**src/rtl/canny_pkg.sv**
```systemverilog
`default_nettype none
// +----------------------------------------------------------------------------+
// | canny_pkg                                                                  |
// | State encoding, default geometry and parameter checks for the NMS sequencer|
// | Revision: 1.0                                                              |
// +----------------------------------------------------------------------------+
package canny_pkg;

    typedef enum logic [2:0] {
        S_IDLE   = 3'd0,
        S_PRIME  = 3'd1,
        S_FETCH  = 3'd2,
        S_BEAT   = 3'd3,
        S_WAITWR = 3'd4,
        S_PAUSE  = 3'd5,
        S_DONE   = 3'd6
    } canny_state_e;

    localparam int CANNY_DEF_IMGW = 384;
    localparam int CANNY_DEF_IMGH = 288;
    localparam int CANNY_DEF_PICW = 24;

    // Interior width must split into whole steps; tiny images are handled at run time.
    function automatic bit canny_countstep_ok(input int imgw, input int step);
        if (step < 1) return 1'b0;
        if (imgw < 3) return 1'b1;
        return ((imgw - 2) % step) == 0;
    endfunction

    function automatic bit canny_picw_ok(input int imgw, input int imgh, input int picw);
        return (64'(1) << picw) > (64'(imgw) * 64'(imgh));
    endfunction

endpackage
`default_nettype wire

```
**src/rtl/canny_beat_timer.sv**
```systemverilog
`default_nettype none
// +----------------------------------------------------------------------------+
// | canny_beat_timer                                                           |
// | Loadable down-counter timing the per-state durations of the sequencer     |
// | Revision: 1.0                                                              |
// +----------------------------------------------------------------------------+
module canny_beat_timer #(
    parameter int WIDTH = 8
) (
    input  logic             clk,
    input  logic             rst_n,
    input  logic             load,
    input  logic [WIDTH-1:0] load_val,
    input  logic             en,
    output logic [WIDTH-1:0] count,
    output logic             zero
);

    logic [WIDTH-1:0] count_q;
    logic [WIDTH-1:0] count_d;

    always_comb begin
        count_d = count_q;
        if (load) begin
            count_d = load_val;
        end else if (en && (count_q != '0)) begin
            count_d = count_q - WIDTH'(1);
        end
    end

    always_ff @(posedge clk or negedge rst_n) begin
        if (!rst_n) begin
            count_q <= '0;
        end else begin
            count_q <= count_d;
        end
    end

    assign count = count_q;
    assign zero  = (count_q == '0);

endmodule
`default_nettype wire

```
**src/rtl/canny_nms_scheduler.sv**
```systemverilog
`default_nettype none
// +----------------------------------------------------------------------------+
// | canny_nms_scheduler                                                        |
// | Raster walk over interior pixels: three-row column fetches, NMS beats and |
// | a ready-handshaked result write per step.                                  |
// | Revision: 1.0                                                              |
// +----------------------------------------------------------------------------+
module canny_nms_scheduler
    import canny_pkg::*;
#(
    parameter int IMGW      = CANNY_DEF_IMGW,
    parameter int IMGH      = CANNY_DEF_IMGH,
    parameter int PICW      = CANNY_DEF_PICW,
    parameter int BEATS     = 4,
    parameter int PAUSE     = 1,
    parameter int COUNTSTEP = 1
) (
    input  logic            clk,
    input  logic            reset,
    input  logic            start,
    input  logic            abort,
    output logic            rdEn,
    output logic [PICW-1:0] rdAddrA,
    output logic [PICW-1:0] rdAddrB,
    output logic [PICW-1:0] rdAddrC,
    output logic            nmsEn,
    output logic            wrEn,
    input  logic            wrReady,
    output logic [PICW-1:0] wrAddr,
    output logic [PICW-1:0] pixelCounter,
    output logic            busy,
    output logic            done
);

    if (!canny_countstep_ok(IMGW, COUNTSTEP)) begin : g_bad_countstep
        $error("canny_nms_scheduler: COUNTSTEP must divide IMGW-2");
    end
    if (!canny_picw_ok(IMGW, IMGH, PICW)) begin : g_bad_picw
        $error("canny_nms_scheduler: PICW too narrow for IMGW*IMGH");
    end
    if (BEATS < 1) begin : g_bad_beats
        $error("canny_nms_scheduler: BEATS must be at least 1");
    end

    localparam logic [PICW-1:0] c_one      = PICW'(1);
    localparam logic [PICW-1:0] c_imgw     = PICW'(IMGW);
    localparam logic [PICW-1:0] c_last_col = PICW'(IMGW - 2);
    localparam logic [PICW-1:0] c_last_row = PICW'(IMGH - 2);
    localparam logic [PICW-1:0] c_step     = PICW'(COUNTSTEP);
    localparam logic [PICW-1:0] c_prime_ld = PICW'(COUNTSTEP + 1);
    localparam logic [PICW-1:0] c_fetch_ld = PICW'(COUNTSTEP - 1);
    localparam logic [PICW-1:0] c_beat_ld  = PICW'(BEATS - 1);
    localparam logic [PICW-1:0] c_pause_ld = PICW'((PAUSE > 0) ? PAUSE - 1 : 0);
    localparam bit              c_degenerate = (IMGW < 3) || (IMGH < 3);

    canny_state_e    state_q, state_d;
    logic [PICW-1:0] row_q, row_d;
    logic [PICW-1:0] col_q, col_d;
    logic [PICW-1:0] row_base_q, row_base_d;
    logic [PICW-1:0] fcol_q, fcol_d;
    logic            rd_en_q, rd_en_d;
    logic [PICW-1:0] rd_addr_a_q, rd_addr_a_d;
    logic [PICW-1:0] rd_addr_b_q, rd_addr_b_d;
    logic [PICW-1:0] rd_addr_c_q, rd_addr_c_d;
    logic            nms_en_q, nms_en_d;
    logic            wr_en_q, wr_en_d;
    logic [PICW-1:0] wr_addr_q, wr_addr_d;
    logic [PICW-1:0] pixel_counter_q, pixel_counter_d;
    logic            busy_q, busy_d;
    logic            done_q, done_d;

    logic            tmr_load;
    logic [PICW-1:0] tmr_load_val;
    logic            tmr_en;
    logic [PICW-1:0] tmr_count;
    logic            tmr_zero;
    logic            write_done;
    logic            step_end;
    logic [PICW-1:0] col_adv;
    logic [PICW-1:0] pix_next;
    logic [PICW-1:0] fetch_b;
    logic            more_cols;
    logic            more_rows;

    assign col_adv   = col_q + c_step;
    assign more_cols = (col_adv <= c_last_col);
    assign more_rows = ((row_q + c_one) <= c_last_row);

    canny_beat_timer #(
        .WIDTH(PICW)
    ) u_timer (
        .clk     (clk),
        .rst_n   (reset),
        .load    (tmr_load),
        .load_val(tmr_load_val),
        .en      (tmr_en),
        .count   (tmr_count),
        .zero    (tmr_zero)
    );

    always_comb begin
        state_d      = state_q;
        row_d        = row_q;
        col_d        = col_q;
        row_base_d   = row_base_q;
        fcol_d       = fcol_q;
        busy_d       = busy_q;
        done_d       = 1'b0;
        rd_en_d      = 1'b0;
        nms_en_d     = 1'b0;
        wr_en_d      = 1'b0;
        tmr_load     = 1'b0;
        tmr_load_val = '0;
        tmr_en       = 1'b0;
        write_done   = 1'b0;
        step_end     = 1'b0;

        case (state_q)
            S_IDLE: begin
                busy_d = 1'b0;
                if (start) begin
                    if (c_degenerate) begin
                        state_d = S_DONE;
                        done_d  = 1'b1;
                    end else begin
                        state_d      = S_PRIME;
                        busy_d       = 1'b1;
                        row_d        = c_one;
                        col_d        = c_one;
                        row_base_d   = c_imgw;
                        fcol_d       = '0;
                        rd_en_d      = 1'b1;
                        tmr_load     = 1'b1;
                        tmr_load_val = c_prime_ld;
                    end
                end
            end
            S_PRIME, S_FETCH: begin
                if (tmr_zero) begin
                    state_d      = S_BEAT;
                    nms_en_d     = 1'b1;
                    wr_en_d      = (BEATS == 1);
                    tmr_load     = 1'b1;
                    tmr_load_val = c_beat_ld;
                end else begin
                    tmr_en  = 1'b1;
                    fcol_d  = fcol_q + c_one;
                    rd_en_d = 1'b1;
                end
            end
            S_BEAT: begin
                if (tmr_zero) begin
                    if (wrReady) begin
                        write_done = 1'b1;
                    end else begin
                        state_d = S_WAITWR;
                        wr_en_d = 1'b1;
                    end
                end else begin
                    tmr_en   = 1'b1;
                    nms_en_d = 1'b1;
                    wr_en_d  = (tmr_count == c_one);
                end
            end
            S_WAITWR: begin
                if (wrReady) begin
                    write_done = 1'b1;
                end else begin
                    wr_en_d = 1'b1;
                end
            end
            S_PAUSE: begin
                if (tmr_zero) begin
                    step_end = 1'b1;
                end else begin
                    tmr_en = 1'b1;
                end
            end
            S_DONE: begin
                state_d = S_IDLE;
                busy_d  = 1'b0;
            end
            default: state_d = S_IDLE;
        endcase

        if (write_done) begin
            if (PAUSE > 0) begin
                state_d      = S_PAUSE;
                tmr_load     = 1'b1;
                tmr_load_val = c_pause_ld;
            end else begin
                step_end = 1'b1;
            end
        end

        // Step-advance decision happens in the same cycle the pause expires.
        if (step_end) begin
            if (more_cols) begin
                state_d      = S_FETCH;
                col_d        = col_adv;
                fcol_d       = col_adv + c_one;
                rd_en_d      = 1'b1;
                tmr_load     = 1'b1;
                tmr_load_val = c_fetch_ld;
            end else if (more_rows) begin
                state_d      = S_PRIME;
                row_d        = row_q + c_one;
                row_base_d   = row_base_q + c_imgw;
                col_d        = c_one;
                fcol_d       = '0;
                rd_en_d      = 1'b1;
                tmr_load     = 1'b1;
                tmr_load_val = c_prime_ld;
            end else begin
                state_d = S_DONE;
                done_d  = 1'b1;
                busy_d  = 1'b0;
            end
        end

        if (abort) begin
            state_d  = S_IDLE;
            busy_d   = 1'b0;
            done_d   = 1'b0;
            rd_en_d  = 1'b0;
            nms_en_d = 1'b0;
            wr_en_d  = 1'b0;
        end

        pix_next        = row_base_d + col_d;
        fetch_b         = row_base_d + fcol_d;
        rd_addr_b_d     = rd_en_d ? fetch_b : '0;
        rd_addr_a_d     = rd_en_d ? (fetch_b - c_imgw) : '0;
        rd_addr_c_d     = rd_en_d ? (fetch_b + c_imgw) : '0;
        wr_addr_d       = wr_en_d ? pix_next : '0;
        pixel_counter_d = busy_d ? pix_next : '0;
    end

    always_ff @(posedge clk or negedge reset) begin
        if (!reset) begin
            state_q         <= S_IDLE;
            row_q           <= c_one;
            col_q           <= c_one;
            row_base_q      <= c_imgw;
            fcol_q          <= '0;
            rd_en_q         <= 1'b0;
            rd_addr_a_q     <= '0;
            rd_addr_b_q     <= '0;
            rd_addr_c_q     <= '0;
            nms_en_q        <= 1'b0;
            wr_en_q         <= 1'b0;
            wr_addr_q       <= '0;
            pixel_counter_q <= '0;
            busy_q          <= 1'b0;
            done_q          <= 1'b0;
        end else begin
            state_q         <= state_d;
            row_q           <= row_d;
            col_q           <= col_d;
            row_base_q      <= row_base_d;
            fcol_q          <= fcol_d;
            rd_en_q         <= rd_en_d;
            rd_addr_a_q     <= rd_addr_a_d;
            rd_addr_b_q     <= rd_addr_b_d;
            rd_addr_c_q     <= rd_addr_c_d;
            nms_en_q        <= nms_en_d;
            wr_en_q         <= wr_en_d;
            wr_addr_q       <= wr_addr_d;
            pixel_counter_q <= pixel_counter_d;
            busy_q          <= busy_d;
            done_q          <= done_d;
        end
    end

    assign rdEn         = rd_en_q;
    assign rdAddrA      = rd_addr_a_q;
    assign rdAddrB      = rd_addr_b_q;
    assign rdAddrC      = rd_addr_c_q;
    assign nmsEn        = nms_en_q;
    assign wrEn         = wr_en_q;
    assign wrAddr       = wr_addr_q;
    assign pixelCounter = pixel_counter_q;
    assign busy         = busy_q;
    assign done         = done_q;

endmodule
`default_nettype wire

```
**config.mk**
```make
export PLATFORM = sky130hd
export DESIGN_NAME = canny_nms_scheduler
export DESIGN_NICKNAME = d
export VERILOG_FILES = /design/src/rtl/canny_pkg.sv /design/src/rtl/canny_beat_timer.sv /design/src/rtl/canny_nms_scheduler.sv
export SDC_FILE = /design/constraint.sdc
export NUM_CORES = 1
export LEC_CHECK = 0
export ABC_AREA = 0
export ABC_CLOCK_PERIOD_IN_PS = 17600
export CORE_UTILIZATION = 40
export CTS_CLUSTER_SIZE = 20
export DETAILED_ROUTE_END_ITERATION = 10
export PLACE_DENSITY_LB_ADDON = 0.15
export RECOVER_POWER = 25
export SYNTH_ARGS = -nofsm -noshare
export SYNTH_HDL_FRONTEND = slang
export SYNTH_HIERARCHICAL = 1
export SYNTH_SLANG_ARGS = --single-unit
export TNS_END_PERCENT = 50
```
**constraint.sdc**
```tcl
create_clock -name clk -period 17.6 [get_ports clk]
set_clock_uncertainty 0.2 [all_clocks]
set_input_delay 3.52 -clock clk [delete_from_list [all_inputs] [get_ports clk]]
set_output_delay 3.52 -clock clk [all_outputs]
set_load 0.03 [all_outputs]
```
# Yosys cells after proc, flatten, opt, wreduce, memory -nomap -nowiden
# Cells that the tools add are included.
[classes]
reduce_logical = 9
n_mux = 78
n_lt_le_gt_ge = 2
add_sub_neg = 10
eq_ne = 12
[ops]
columns = ["cell", "count"]
rows = [
  ["24-bit 2-to-1 mux", 31],
  ["24-bit by 1-bit adder with 24-bit output, second input constant", 4],
  ["24-bit adder", 2],
  ["24-bit by 9-bit adder with 24-bit output, second input constant", 2],
  ["24-bit by 9-bit less-or-equal comparator with 1-bit output, second input constant", 2],
  ["24-bit case mux with 2 select lines", 1],
  ["1-bit 2-to-1 mux", 27],
  ["3-bit 2-to-1 mux", 9],
  ["24-bit by 1-bit equality test with 1-bit output, second input constant", 1],
  ["24-bit logical NOT", 1],
  ["24-bit nonzero test", 1],
  ["24-bit by 1-bit subtractor with 24-bit output, second input constant", 1],
  ["24-bit by 9-bit subtractor with 24-bit output, second input constant", 1],
  ["5-bit inequality test, second input constant", 4],
  ["1-bit case mux with 2 select lines", 6],
  ["3-bit case mux with 4 select lines", 1],
  ["3-bit equality test, second input constant", 3],
  ["3-bit by 2-bit equality test with 1-bit output, second input constant", 2],
  ["5-bit AND reduction", 1],
  ["2-bit 2-to-1 mux", 2],
  ["4-bit by 1-bit inequality test with 1-bit output, second input constant", 1],
  ["2-bit case mux with 2 select lines", 1],
  ["2-bit OR reduction", 2],
  ["4-bit OR reduction", 1],
  ["other kinds (4)", 4],
]
[word_totals]
regBits = 248
wordCells = 127
output_inout_bits = 125

# Depth between registers and ports, before layout
# Gate-level depths: netlist (run 1).
[logic_depth]
word_depth = 9
mapped_depth = 28

# Modules after synthesis
# The synthesis (run 1) kept the hierarchy.
[by_module_without_submodules]
columns = ["mod", "cells_per_inst", "instances", "area_per_inst_um2"]
rows = [
  ["canny_nms_scheduler", 1368, 1, 12309.3],
  ["canny_beat_timer", 168, 1, 1492.7],
]

# Worst setup path after synthesis (run 1)
# OpenSTA, ideal clock, no wires.
[synth_path]
path_type = "in2reg"
start = "input start"
end = "register rd_addr_c_q[23] (netlist: rdAddrC[23])"
required_time_ns = 17.313
setup_ns = 0.087
slack_ns = 9.918
path_buffers = 2
t_arrival_ns = 7.396
path_stages = 18
path_cell_list = "nor2b_1 > and2_1 > clkbuf_1 > a21oi_2 > clkbuf_1 > a21oi_1 > ha_1 > nand4_1 > a211oi_1 > a21oi_1 > xnor2_1 > nand3b_1 > nor4_1 > nand3_1 > nor3_1 > nor3b_1 > mux2i_1 > o211ai_1"
[synth_between]
elab_chain_cells = 8
word_cells_on_any_way = 19
classes_between = "2 x add/sub; 17 x mux"
[synth_rtl]
columns = ["element", "line", "source"]
rows = [
  ["from (decl)", "canny_nms_scheduler.sv:20", "input logic start,"],
  ["24-bit 2-to-1 mux (*)", "canny_nms_scheduler.sv:121", "if (start) begin"],
  ["24-bit 2-to-1 mux (*)", "canny_nms_scheduler.sv:118", "case (state_q)"],
  ["24-bit 2-to-1 mux", "canny_nms_scheduler.sv:205", "end else if (more_rows) begin"],
  ["24-bit 2-to-1 mux", "canny_nms_scheduler.sv:198", "if (more_cols) begin"],
  ["24-bit 2-to-1 mux (*)", "canny_nms_scheduler.sv:197", "if (step_end) begin"],
  ["net row_base_d[7]", "canny_nms_scheduler.sv:59", "logic [PICW-1:0] row_base_q, row_base_d;"],
  ["24-bit adder (*)", "canny_nms_scheduler.sv:231", "fetch_b = row_base_d + fcol_d;"],
  ["24-bit by 9-bit adder with 24-bit output (*)", "canny_nms_scheduler.sv:234", "rd_addr_c_d = rd_en_d ? (fetch_b + c_imgw) : '0;"],
  ["24-bit 2-to-1 mux (*)", "canny_nms_scheduler.sv:234", ""],
  ["net rd_addr_c_d[23]", "canny_nms_scheduler.sv:64", "logic [PICW-1:0] rd_addr_c_q, rd_addr_c_d;"],
  ["to (signal assigned)", "canny_nms_scheduler.sv:265", "rd_addr_c_q <= rd_addr_c_d;"],
  ["to (decl)", "canny_nms_scheduler.sv:64", ""],
]
# The timed path passes the listed nets; every way through them passes the cells marked *.
# A chain may end at the register's enable or synchronous reset.

# Worst setup path in the final report (run 1)
[layout_path]
start = "register col_q[0]"
end = "register rd_addr_c_q[23] (netlist: rdAddrC[23])"
[layout_between]
elab_chain_cells = 7
word_cells_on_any_way = 13
classes_between = "4 x add/sub; 1 x order compare; 8 x mux"
[layout_rtl]
columns = ["element", "line", "source"]
rows = [
  ["from (decl)", "canny_nms_scheduler.sv:58", "logic [PICW-1:0] col_q, col_d;"],
  ["from (signal assigned)", "canny_nms_scheduler.sv:243", "col_q <= c_one;"],
  ["from (signal assigned)", "canny_nms_scheduler.sv:259", "col_q <= col_d;"],
  ["24-bit by 1-bit adder with 24-bit output (*)", "canny_nms_scheduler.sv:85", "assign col_adv = col_q + c_step;"],
  ["24-bit by 1-bit adder with 24-bit output or 24-bit by 9-bit less-or-equal comparator with 1-bit output (tied branches)", "canny_nms_scheduler.sv:201, canny_nms_scheduler.sv:86", ""],
  ["24-bit 2-to-1 mux (*)", "canny_nms_scheduler.sv:198", ""],
  ["24-bit 2-to-1 mux (*)", "canny_nms_scheduler.sv:197", ""],
  ["net fcol_d[5]", "canny_nms_scheduler.sv:60", "logic [PICW-1:0] fcol_q, fcol_d;"],
  ["24-bit adder (*)", "canny_nms_scheduler.sv:231", ""],
  ["24-bit by 9-bit adder with 24-bit output (*)", "canny_nms_scheduler.sv:234", ""],
  ["24-bit 2-to-1 mux (*)", "canny_nms_scheduler.sv:234", ""],
  ["net rd_addr_c_d[23]", "canny_nms_scheduler.sv:64", ""],
]
# Marks and branches as above.

==> flow_summary.json, run 1 <==
{
  "drive_above_1_share_pct": 5.225,
  "clk-insertion-delay-late_ns": 0.56,
  "final_period_demand_of_the_worst_path_ns": 11.02,
  "multiInputGateArea_um2": 7498,
  "unrepaired_setup_endpoints_after_global_routing": "false",
  "most_common_cell_after_layout_fill_and_taps_aside": "dfrtp_1",
  "drv.max_cap_violation_count": 3,
  "run_status": "finished, violations left",
  "clock_tree_sinks": 233,
  "global_route.usage.total_pct": 21.00,
  "ys_ff_latch": 233,
  "min-delay-path-class": "reg2reg",
  "leading_cell_types_in_the_layout_fill_and_taps_excluded": "229 x dfrtp_1, 205 x nor2_1, 127 x clkdlybuf4s50_1, 119 x nand2_1, 96 x o21ai_0",
  "die_y_um": 187.8,
  "antenna_found_initial": 0,
  "antenna_cells": 0,
  "drt_first_iter_violations": 737,
  "timing.fmax_ghz": 0.09072,
  "power.switching_fraction_pct": 26.71,
  "routed_via_density": 5.486,
  "critical_path_peak_fanout": 28,
  "grt_pass1_wl_mm": 60.20,
  "worstRegToRegCells": 21,
  "via_count_of_the_first_global_routing_pass": 11240,
  "start_kind": "register",
  "postCtsSetupRepairBufs": 0,
  "worst_ir_drop_vdd_uv": 84.17,
  "place_worst_setup_slack_ns": 8.023,
  "areaGrowthSynthToFinish_pct": 19.10,
  "slew_violations": 194,
  "ant_nets": 0,
  "die_area_um2": 35250,
  "post_synth_instance_area_um2": 13800,
  "cts_repair_resize_count": 0,
  "cts_hold_buffers": 0,
  "power_frac_seq_pct": 42.0,
  "die_x_um": 187.8,
  "via_count": 11590,
  "critical_path.endpoint_type": "register",
  "coreArea_um2": 33700,
  "final-hold-violation-count": 0,
  "clkTransAtPathRegs_ns": 0.06,
  "fillers": 3233,
  "final_min_period_over_clock_period_pct": 62.63,
  "clockPowerShare_pct": 46.2,
  "hold-path-cell-count": 1,
  "internal-power_mw": 1.033,
  "dp_hpwl_mm": 26.74,
  "wirelength_mm": 37.15,
  "place_congestion": 0.8539,
  "tightest_slew_ns": 5.062,
  "maximum_number_of_pins_on_one_net_before_global_route_repair": 92,
  "power.static_leakage_nw": 7.139,
  "timing.critical_path.arrival_ns": 11.29,
  "max-clock-path-buffers": 3,
  "slew_headroom_pct": -237.5,
  "syn_inst": 1536,
  "design.portCount": 130,
  "synthesis.yosys.warnings": 6,
  "postSynth.asyncResetShare_pct": 100.0,
  "setup_viol_count_final": 0,
  "violations": "capacitance limit, slew limit",
  "cts_tree": "yes",
  "fin_ws_ns": 6.577,
  "layout.nets": 1709,
  "cts-htree-levels": 1,
  "portBuffers": 129,
  "netlist-cell-type-count": 83,
  "setup-tns-final_ns": 0,
  "cts-root-buf": "clkbuf_16",
  "grt_overflow": 0,
  "crit_required_ns": 17.86,
  "dr.pass1.iters": 5,
  "synth_enable_flop_cells": 0,
  "sequential_cell_area_um2": 5836,
  "remaining_drc_errors": 0,
  "synth.yosys.seq_area_share_pct": 42.28,
  "synth.avg_cell_area_um2": 8.986,
  "numCtsBuffers": 28,
  "detail_route.wl_per_cell_um": 17.58,
  "power_frac_comb_pct": 11.8,
  "switching_power_uw": 376.7,
  "worst-setup-path-type": "reg2reg",
  "synthFlopType": "dfrtp_1",
  "floorplan.initialDensity_pct": 40.96,
  "std_cell_rows": 67,
  "powerDensity_nw_per_um2": 85.78
}
[cell usage after synthesis, types with 4 or more instances]
master | number | area, µm²
dfrtp_1 | 229 | 5731
and4_1 | 10 | 87.58
xor2_1 | 42 | 367.9
a211o_1 | 7 | 61.31
buf_1 | 4 | 15.01
or3_1 | 11 | 68.82
nand3_1 | 53 | 265.3
mux2i_1 | 17 | 170.2
nor4b_1 | 5 | 43.79
a22oi_1 | 14 | 105.1
o21a_1 | 14 | 105.1
o31ai_1 | 16 | 120.1
buf_2 | 13 | 65.06
nor4_1 | 30 | 187.7
and2_1 | 49 | 306.5
a211oi_1 | 13 | 97.59
nand2_1 | 119 | 446.7
nand2b_1 | 11 | 68.82
nor3_1 | 52 | 260.3
nor3b_1 | 8 | 60.06
o22ai_1 | 8 | 50.05
or4_1 | 7 | 52.55
a31oi_1 | 8 | 50.05
nor2b_1 | 16 | 100.1
o2111ai_1 | 4 | 35.03
o21ai_0 | 95 | 475.5
a21o_1 | 12 | 90.09
xnor2_1 | 60 | 525.5
a21oi_1 | 68 | 340.3
nor2_1 | 206 | 773.2
clkbuf_1 | 47 | 176.4
or2_2 | 4 | 25.02
o21bai_1 | 6 | 45.04
nand3b_1 | 8 | 60.06
o211ai_1 | 21 | 157.7
ha_1 | 57 | 713.2
nand4_1 | 25 | 156.4
buf_4 | 17 | 127.6
inv_1 | 41 | 153.9
dfstp_2 | 4 | 105.1
a41oi_1 | 6 | 52.55
and3_1 | 27 | 168.9
o21ai_1 | 4 | 20.02
a32oi_1 | 5 | 43.79
[power by group through the flow]
stage / combinational, mW / clock (mW) / sequential (mW)
floorplan: 0.110 / 0 / 0.600
global placement: 0.166 / 0 / 0.601
detailed placement: 0.169 / 0 / 0.601
CTS: 0.169 / 0.669 / 0.592
global route: 0.188 / 0.686 / 0.597
finish: 0.166 / 0.652 / 0.592
[area by class of cell]
class,count,area share [%]
Timing Repair Buffer,139,8.205
Tap cell,448,3.410
Clock buffer,36,4.757
Sequential cell,233,35.50
Inverter,42,0.9590
Multi-Input combinational cell,1201,45.62
Clock inverter,14,1.553
[worst paths after layout]
kind	slack [ns]	endpoint	start
setup / recovery	6.58	rdAddrC[23]	col_q[0]
hold / removal	0.34	row_base_q[0]	row_base_q[0]
setup reg to reg	6.58	rdAddrC[23]	col_q[0]
hold reg to reg	0.34	row_base_q[0]	row_base_q[0]
max in group asynchronous	7.42	rdAddrB[12]	reset
min in group asynchronous	4.59	row_q[19]	reset
[routing by layer]
metal	GRT usage, %	share of wire (%)	vias to the layer above
met1	28.59	46	5605
li1	-	-	5695
met5	0	0	-
met2	34.62	47	241
met3	3.088	4.3	51
met4	5.972	2.6	0
[through the flow]
stage | total power [mW] | instances | util (%) | cell area [µm²] | hold slack, ns
after global routing | 1.471 | 2113 | 48.78 | 16440 | 0.3694
after detailed placement | 0.7693 | 2063 | 45.80 | 15430 | 0.3190
after global placement | 0.7667 | 2063 | 45.80 | 15430 | 0.3202
after floorplan | 0.7102 | 1557 | - | 13880 | 0.2808
final | 1.410 | 2113 | 48.78 | 16440 | 0.3377
after CTS | 1.430 | 2113 | 48.88 | 16470 | 0.3331
[worst max-delay path, cell delays in order, from the launching register on]
cell      delay [ns]
dfstp_2         0.64
ha_1            0.36
nand3_2         0.18
nor4_4          0.52
and4_1          0.26
o211ai_1        0.11
a2111o_1        0.45
or4_1           0.77
o21ai_0         2.67
o21ai_0         0.53
ha_1            0.56
o21ai_0         0.20
a211oi_1        0.61
a21oi_1         0.20
xnor2_1         0.69
nand3b_1        0.24
nor4_1          0.55
nand3_1         0.31
nor3_1          0.38
nor3b_1         0.26
mux2i_1         0.10
o211ai_1        0.11
[cells by family (layout without fill, tap and decap cells)]
logic type | after synthesis | after routing | share of synthesized area (%)
muxes | 17 | 17 | 1.233
DFF | 233 | 233 | 42.28
other | 1 | 22 | 0.02717
adders and majority gates | 59 | 59 | 5.457
xor gates and xnor gates | 103 | 103 | 6.591
AOI/OAI and AO/OA | 341 | 341 | 16.16
and+or+nand+nor | 659 | 659 | 24.32
buffers and inverters | 123 | 231 | 3.925
[flip-flops by register name, indices dropped and copies added (netlist names)]
name	cells
busy	1
col_q	24
done	1
fcol_q	24
nmsEn	1
pixelCounter	24
rdAddrA	16
rdAddrB	17
rdAddrC	24
rdEn	1
row_base_q	24
row_q	24
state_q	3
u_timer/count	24
wrAddr	24
wrEn	1
Power figures use the tool's default switching activity.
==> run 2: changes to the inputs <==
- ABC_CLOCK_PERIOD_IN_PS: 17600 -> 10300
- clock period: 17.6 -> 10.3 ns (I/O delays scaled with it)
==> flow_summary.json, run 2 (synthesized netlist as in run 1, its figures left out) <==
{
  "die_area_um2": 35250,
  "clockPowerShare_pct": 44.0,
  "routed_via_density": 5.503,
  "layout.nets": 1709,
  "finish.cell_count_without_fillers": 2115,
  "std_cell_rows": 67,
  "worst-r2r-setup-slack_ns": 1.60,
  "worst_ir_drop_vdd_uv": 110.1,
  "final_design_area_no_fill_um2": 16360,
  "via_count": 11640,
  "hold_ws_ns": 0.3455,
  "grt_overflow": 0,
  "power.switching_fraction_pct": 27.66,
  "design.portCount": 130,
  "unrepaired_setup_endpoints_after_global_routing": "false",
  "worst-setup-path-type": "reg2reg",
  "regToRegEndpoint": "rdAddrC[23]",
  "final_util_pct": 48.56,
  "sequential_cell_area_um2": 5836,
  "power_frac_comb_pct": 12.3,
  "cts_hold_buffers": 0,
  "slew_headroom_pct": -320.0,
  "setup-tns-final_ns": 0,
  "crit_required_ns": 10.58,
  "min-delay-path-class": "reg2reg",
  "rr_startpoint": "u_timer/count[0]",
  "portBuffers": 129,
  "start_kind": "register",
  "place_congestion": 0.8647,
  "clock_tree_sinks": 233,
  "powerDensity_nw_per_um2": 141.5,
  "floorplan.initialDensity_pct": 40.96,
  "die_x_um": 187.8,
  "cts-htree-levels": 1,
  "max-clock-path-buffers": 3,
  "clkTransAtPathRegs_ns": 0.06,
  "worstRegToRegCells": 27,
  "global_route.usage.total_pct": 21.16,
  "timing.fmax_ghz": 0.1149,
  "critical_path.endpoint_type": "register",
  "drv.max_cap_violation_count": 1,
  "clk-insertion-delay-late_ns": 0.57,
  "critical_path_peak_fanout": 22,
  "via_count_of_the_first_global_routing_pass": 11170,
  "wirelength_mm": 37.23,
  "die_y_um": 187.8,
  "final-hold-violation-count": 0,
  "switching_power_uw": 640.4,
  "grt_pass1_wl_mm": 60.51,
  "coreArea_um2": 33700,
  "dr.pass1.iters": 5,
  "ant_nets": 0,
  "internal-power_mw": 1.675,
  "most_common_cell_after_layout_fill_and_taps_aside": "dfrtp_1",
  "multiInputGateArea_um2": 7510,
  "power.static_leakage_nw": 7.105,
  "critPathCapture": "rdAddrC[23]",
  "run_status": "finished, violations left",
  "detail_route.wl_per_cell_um": 17.60,
  "final_min_period_over_clock_period_pct": 84.48,
  "antenna_found_initial": 0,
  "maximum_number_of_pins_on_one_net_before_global_route_repair": 117,
  "fillers": 3249,
  "drive_above_1_share_pct": 5.339,
  "setup_viol_count_final": 0,
  "areaGrowthSynthToFinish_pct": 18.57,
  "cts_repair_resize_count": 0,
  "drt_first_iter_violations": 754,
  "final_period_demand_of_the_worst_path_ns": 8.702,
  "timing.critical_path.arrival_ns": 8.98,
  "antenna_cells": 0,
  "dp_hpwl_mm": 26.72,
  "post-place-cells": 2063,
  "violations": "capacitance limit, slew limit",
  "numCtsBuffers": 28,
  "power_frac_seq_pct": 43.7,
  "cts_tree": "yes",
  "postCtsSetupRepairBufs": 0,
  "crit_start": "u_timer/count[0]",
  "tightest_slew_ns": 6.300,
  "cts-root-buf": "clkbuf_16",
  "leading_cell_types_in_the_layout_fill_and_taps_excluded": "229 x dfrtp_1, 205 x nor2_1, 128 x clkdlybuf4s50_1, 119 x nand2_1, 95 x o21ai_0",
  "slew_violations": 117,
  "remaining_drc_errors": 0,
  "cell_area_after_placement_um2": 15430
}
-- run 2: final cells by class --
type | count | area share (%)
clock buffer | 40 | 4.932
clock inverter | 12 | 0.8563
inverter | 42 | 0.9634
multi-input combinational | 1201 | 45.89
sequential | 233 | 35.66
tap | 448 | 3.425
timing repair buffer | 139 | 8.273
-- run 2: worst max-delay path: stages (launching register included) --
cell and delay [ns]:
dfrtp_1 0.39, inv_1 0.12, ha_1 0.15, nor4b_1 0.65
nand2_1 0.10, nor2_1 0.12, buf_4 0.21, nand2_1 0.15
nor2b_1 0.52, inv_1 0.30, nor3_1 0.25, buf_4 0.22
nand2_1 0.49, nor3_1 0.79, nand2_1 0.14, mux2i_1 0.35
ha_1 0.40, a2111oi_0 0.49, o211ai_1 0.15, a21oi_1 0.26
nor2_1 0.11, xnor2_1 0.25, nor4_1 0.68, nand3_1 0.31
nor3_1 0.39, nor3b_1 0.23, mux2i_1 0.10, o211ai_1 0.09
-- run 2: layer usage --
layer,vias up,wire length (µm),global-route usage [%]
li1,5698,-,-
met1,5633,17470,29.37
met2,255,17290,34.47
met3,52,1631,2.957
met4,0,845,5.691
met5,-,0,0
-- run 2: worst min-delay path by stage --
stage / endpoint / cells past startpoint / start / slack (ns)
CTS: row_q[8] / 1 / row_q[8] / 0.34
global placement: row_q[14] / 1 / row_q[14] / 0.33
floorplan: row_base_q[3] / 1 / row_base_q[3] / 0.28
global route: row_q[14] / 1 / row_q[14] / 0.37
finish: row_q[8] / 1 / row_q[8] / 0.35
detailed placement: row_q[8] / 2 / row_q[8] / 0.33
-- run 2: power groups by stage --
stage | combinational [mW] | sequential [mW] | clock [mW]
final | 0.285 | 1.01 | 1.02
after global routing | 0.319 | 1.02 | 1.08
after CTS | 0.288 | 1.01 | 1.05
after detailed placement | 0.287 | 1.03 | 0
after global placement | 0.283 | 1.03 | 0
after floorplan | 0.187 | 1.03 | 0
-- run 2: metrics by stage --
step	power (mW)	setup WS, ns
after global routing	2.422	0.7714
after detailed placement	1.313	1.770
after global placement	1.310	1.927
final	2.316	1.598
after floorplan	1.213	3.616
after CTS	2.350	1.665
==> run 3: changes to the inputs <==
- ABC_CLOCK_PERIOD_IN_PS: 10300 -> 7880
- clock period: 10.3 -> 7.88 ns (I/O delays scaled with it)
==> flow_summary.json, run 3 (synthesized netlist as in run 1, its figures left out) <==
{
  "final_min_period_over_clock_period_pct": 93.22,
  "slew_violations": 119,
  "critical_path.cell_chain": "ha_1 -> nand3_2 -> nor4_4 -> and4_1 -> o211ai_1 -> a2111o_1 -> or4_1 -> nand2_1 -> buf_4 -> nor2_1 -> a21oi_1 -> ha_1 -> nand4_1 -> a211oi_1 -> buf_4 -> a21oi_1 -> nor4_2 -> or4_1 -> o2111ai_1 -> nor4_1 -> nand3_1 -> nor3b_1 -> mux2i_1 -> o211ai_1",
  "remaining_drc_errors": 0,
  "coreArea_um2": 33700,
  "timing.fmax_ghz": 0.1361,
  "final_period_demand_of_the_worst_path_ns": 7.346,
  "critical_path_peak_fanout": 14,
  "maximum_number_of_pins_on_one_net_before_global_route_repair": 119,
  "grt_pass1_wl_mm": 59.93,
  "final-hold-violation-count": 0,
  "global_route.usage.total_pct": 20.67,
  "cell_area_after_placement_um2": 15630,
  "drive_above_1_share_pct": 7.147,
  "numCtsBuffers": 28,
  "fillers": 3196,
  "areaGrowthSynthToFinish_pct": 20.70,
  "leading_cell_types_in_the_layout_fill_and_taps_excluded": "229 x dfrtp_1, 206 x nor2_1, 128 x clkdlybuf4s50_1, 119 x nand2_1, 94 x o21ai_0",
  "multiInputGateArea_um2": 7532,
  "sequential_cell_area_um2": 5836,
  "cts_tree": "yes",
  "std_cell_rows": 67,
  "portBuffers": 129,
  "via_count": 11730,
  "start_kind": "register",
  "power.static_leakage_nw": 7.279,
  "unrepaired_setup_endpoints_after_global_routing": "false",
  "setup_viol_count_final": 0,
  "grt_overflow": 0,
  "antenna_cells": 0,
  "die_y_um": 187.8,
  "powerDensity_nw_per_um2": 185.7,
  "min-delay-path-class": "reg2reg",
  "clkTransAtPathRegs_ns": 0.06,
  "place_congestion": 0.8838,
  "antenna_found_initial": 0,
  "wirelength_mm": 36.64,
  "dp_hpwl_mm": 26.39,
  "floorplan.initialDensity_pct": 40.96,
  "final_util_pct": 49.43,
  "slowest_cp_cell": "or4_1",
  "clk-insertion-delay-late_ns": 0.55,
  "worst-setup-path-type": "reg2reg",
  "design.portCount": 130,
  "place_worst_setup_slack_ns": 0.4222,
  "global_route.usage.met2_pct": 34.13,
  "use_met3_pct": 2.882,
  "drv.max_cap_violation_count": 1,
  "routed_via_density": 5.478,
  "worst_ir_drop_vdd_uv": 158.0,
  "violations": "capacitance limit, slew limit",
  "critical_path.endpoint_type": "register",
  "die_area_um2": 35250,
  "hold_ws_ns": 0.3501,
  "slew_headroom_pct": -253.1,
  "via_count_of_the_first_global_routing_pass": 11410,
  "most_common_cell_after_layout_fill_and_taps_aside": "dfrtp_1",
  "dr.pass1.iters": 5,
  "max-clock-path-buffers": 3,
  "tightest_slew_ns": 5.297,
  "cts-htree-levels": 1,
  "clock_tree_sinks": 233,
  "detail_route.wl_per_cell_um": 17.11,
  "final_design_area_no_fill_um2": 16660,
  "crit_required_ns": 8.14,
  "fin_ws_ns": 0.5341,
  "ant_nets": 0,
  "die_x_um": 187.8,
  "drt_first_iter_violations": 656,
  "run_status": "finished, violations left",
  "timing.critical_path.arrival_ns": 7.60,
  "grt.busiest_layer": "met2",
  "cts-root-buf": "clkbuf_16",
  "setup-tns-final_ns": 0,
  "grt_util_met1_pct": 28.62,
  "layout.nets": 1736,
  "delay_contributed_by_the_slowest_stage_of_the_critical_path_ns": 0.68
}
-- run 3: cell count changes in the layout (fill, tap and decap cells not counted), sizes merged --
cell / previous run / this run
dlymetal6s4s: 0 / 1
clkinv: 7 / 5
clkbuf: 43 / 39
bufinv: 3 / 5
o21ai: 102 / 103
clkinvlp: 2 / 3
buf: 8 / 35
-- run 3: routing by layer --
metal | vias up | wire (µm)
met3 | 49 | 1696
met2 | 267 | 17290
met5 | - | 0
met1 | 5657 | 16920
met4 | 0 | 735
li1 | 5756 | -
-- run 3: worst paths after layout --
check                           slack, ns  cells past startpoint               to  startpoint
worst max-delay path                 0.53                     24      rdAddrA[23]    col_q[0]
worst max register to register       0.53                     24      rdAddrA[23]    col_q[0]
min in group asynchronous            2.85                      1        row_q[19]       reset
worst min-delay path                 0.35                      1         row_q[8]    row_q[8]
worst min register to register       0.35                      1         row_q[8]    row_q[8]
max in group asynchronous            1.45                      2  pixelCounter[4]       reset
-- run 3: area by class of cell --
cell class | count | share of cell area, %
Clock buffer | 38 | 4.860
Tap cell | 448 | 3.365
Sequential cell | 233 | 35.03
Multi-Input combinational cell | 1202 | 45.22
Inverter | 42 | 0.9464
Clock inverter | 13 | 1.209
Timing Repair Buffer | 165 | 9.374
-- run 3: power breakdown --
part	switching, mW	internal (mW)
clock network	0.516	0.880
logic	0.239	0.136
registers	0.0709	1.25
total	0.826	2.27
-- run 3: stage by stage --
step | power (mW) | cells
2_1_floorplan | 1.586 | 1557
3_3_place_gp | 1.716 | 2089
3_5_place_dp | 1.719 | 2089
4_1_cts | 3.135 | 2140
5_1_grt | 3.236 | 2141
6_report | 3.093 | 2141
-- run 3: worst max-delay path: cells and delay by family, from the launching register on --
family,cells,cell delay (ns)
flops,1,0.62
mux,1,0.10
fa+ha+maj,2,0.68
simple gates,12,3.53
buf+inv,2,0.47
compound gates,7,1.67
-- run 3: timing repair --
| action | 4_1_cts | 5_1_grt |
|---|---|---|
| endpoints found under the setup margin | 0 | 2 |
| endpoints found under the hold margin | 0 | 0 |
| hold buffers | 0 | 0 |
| resized for setup | 0 | 4 |
| setup buffers | 0 | 0 |
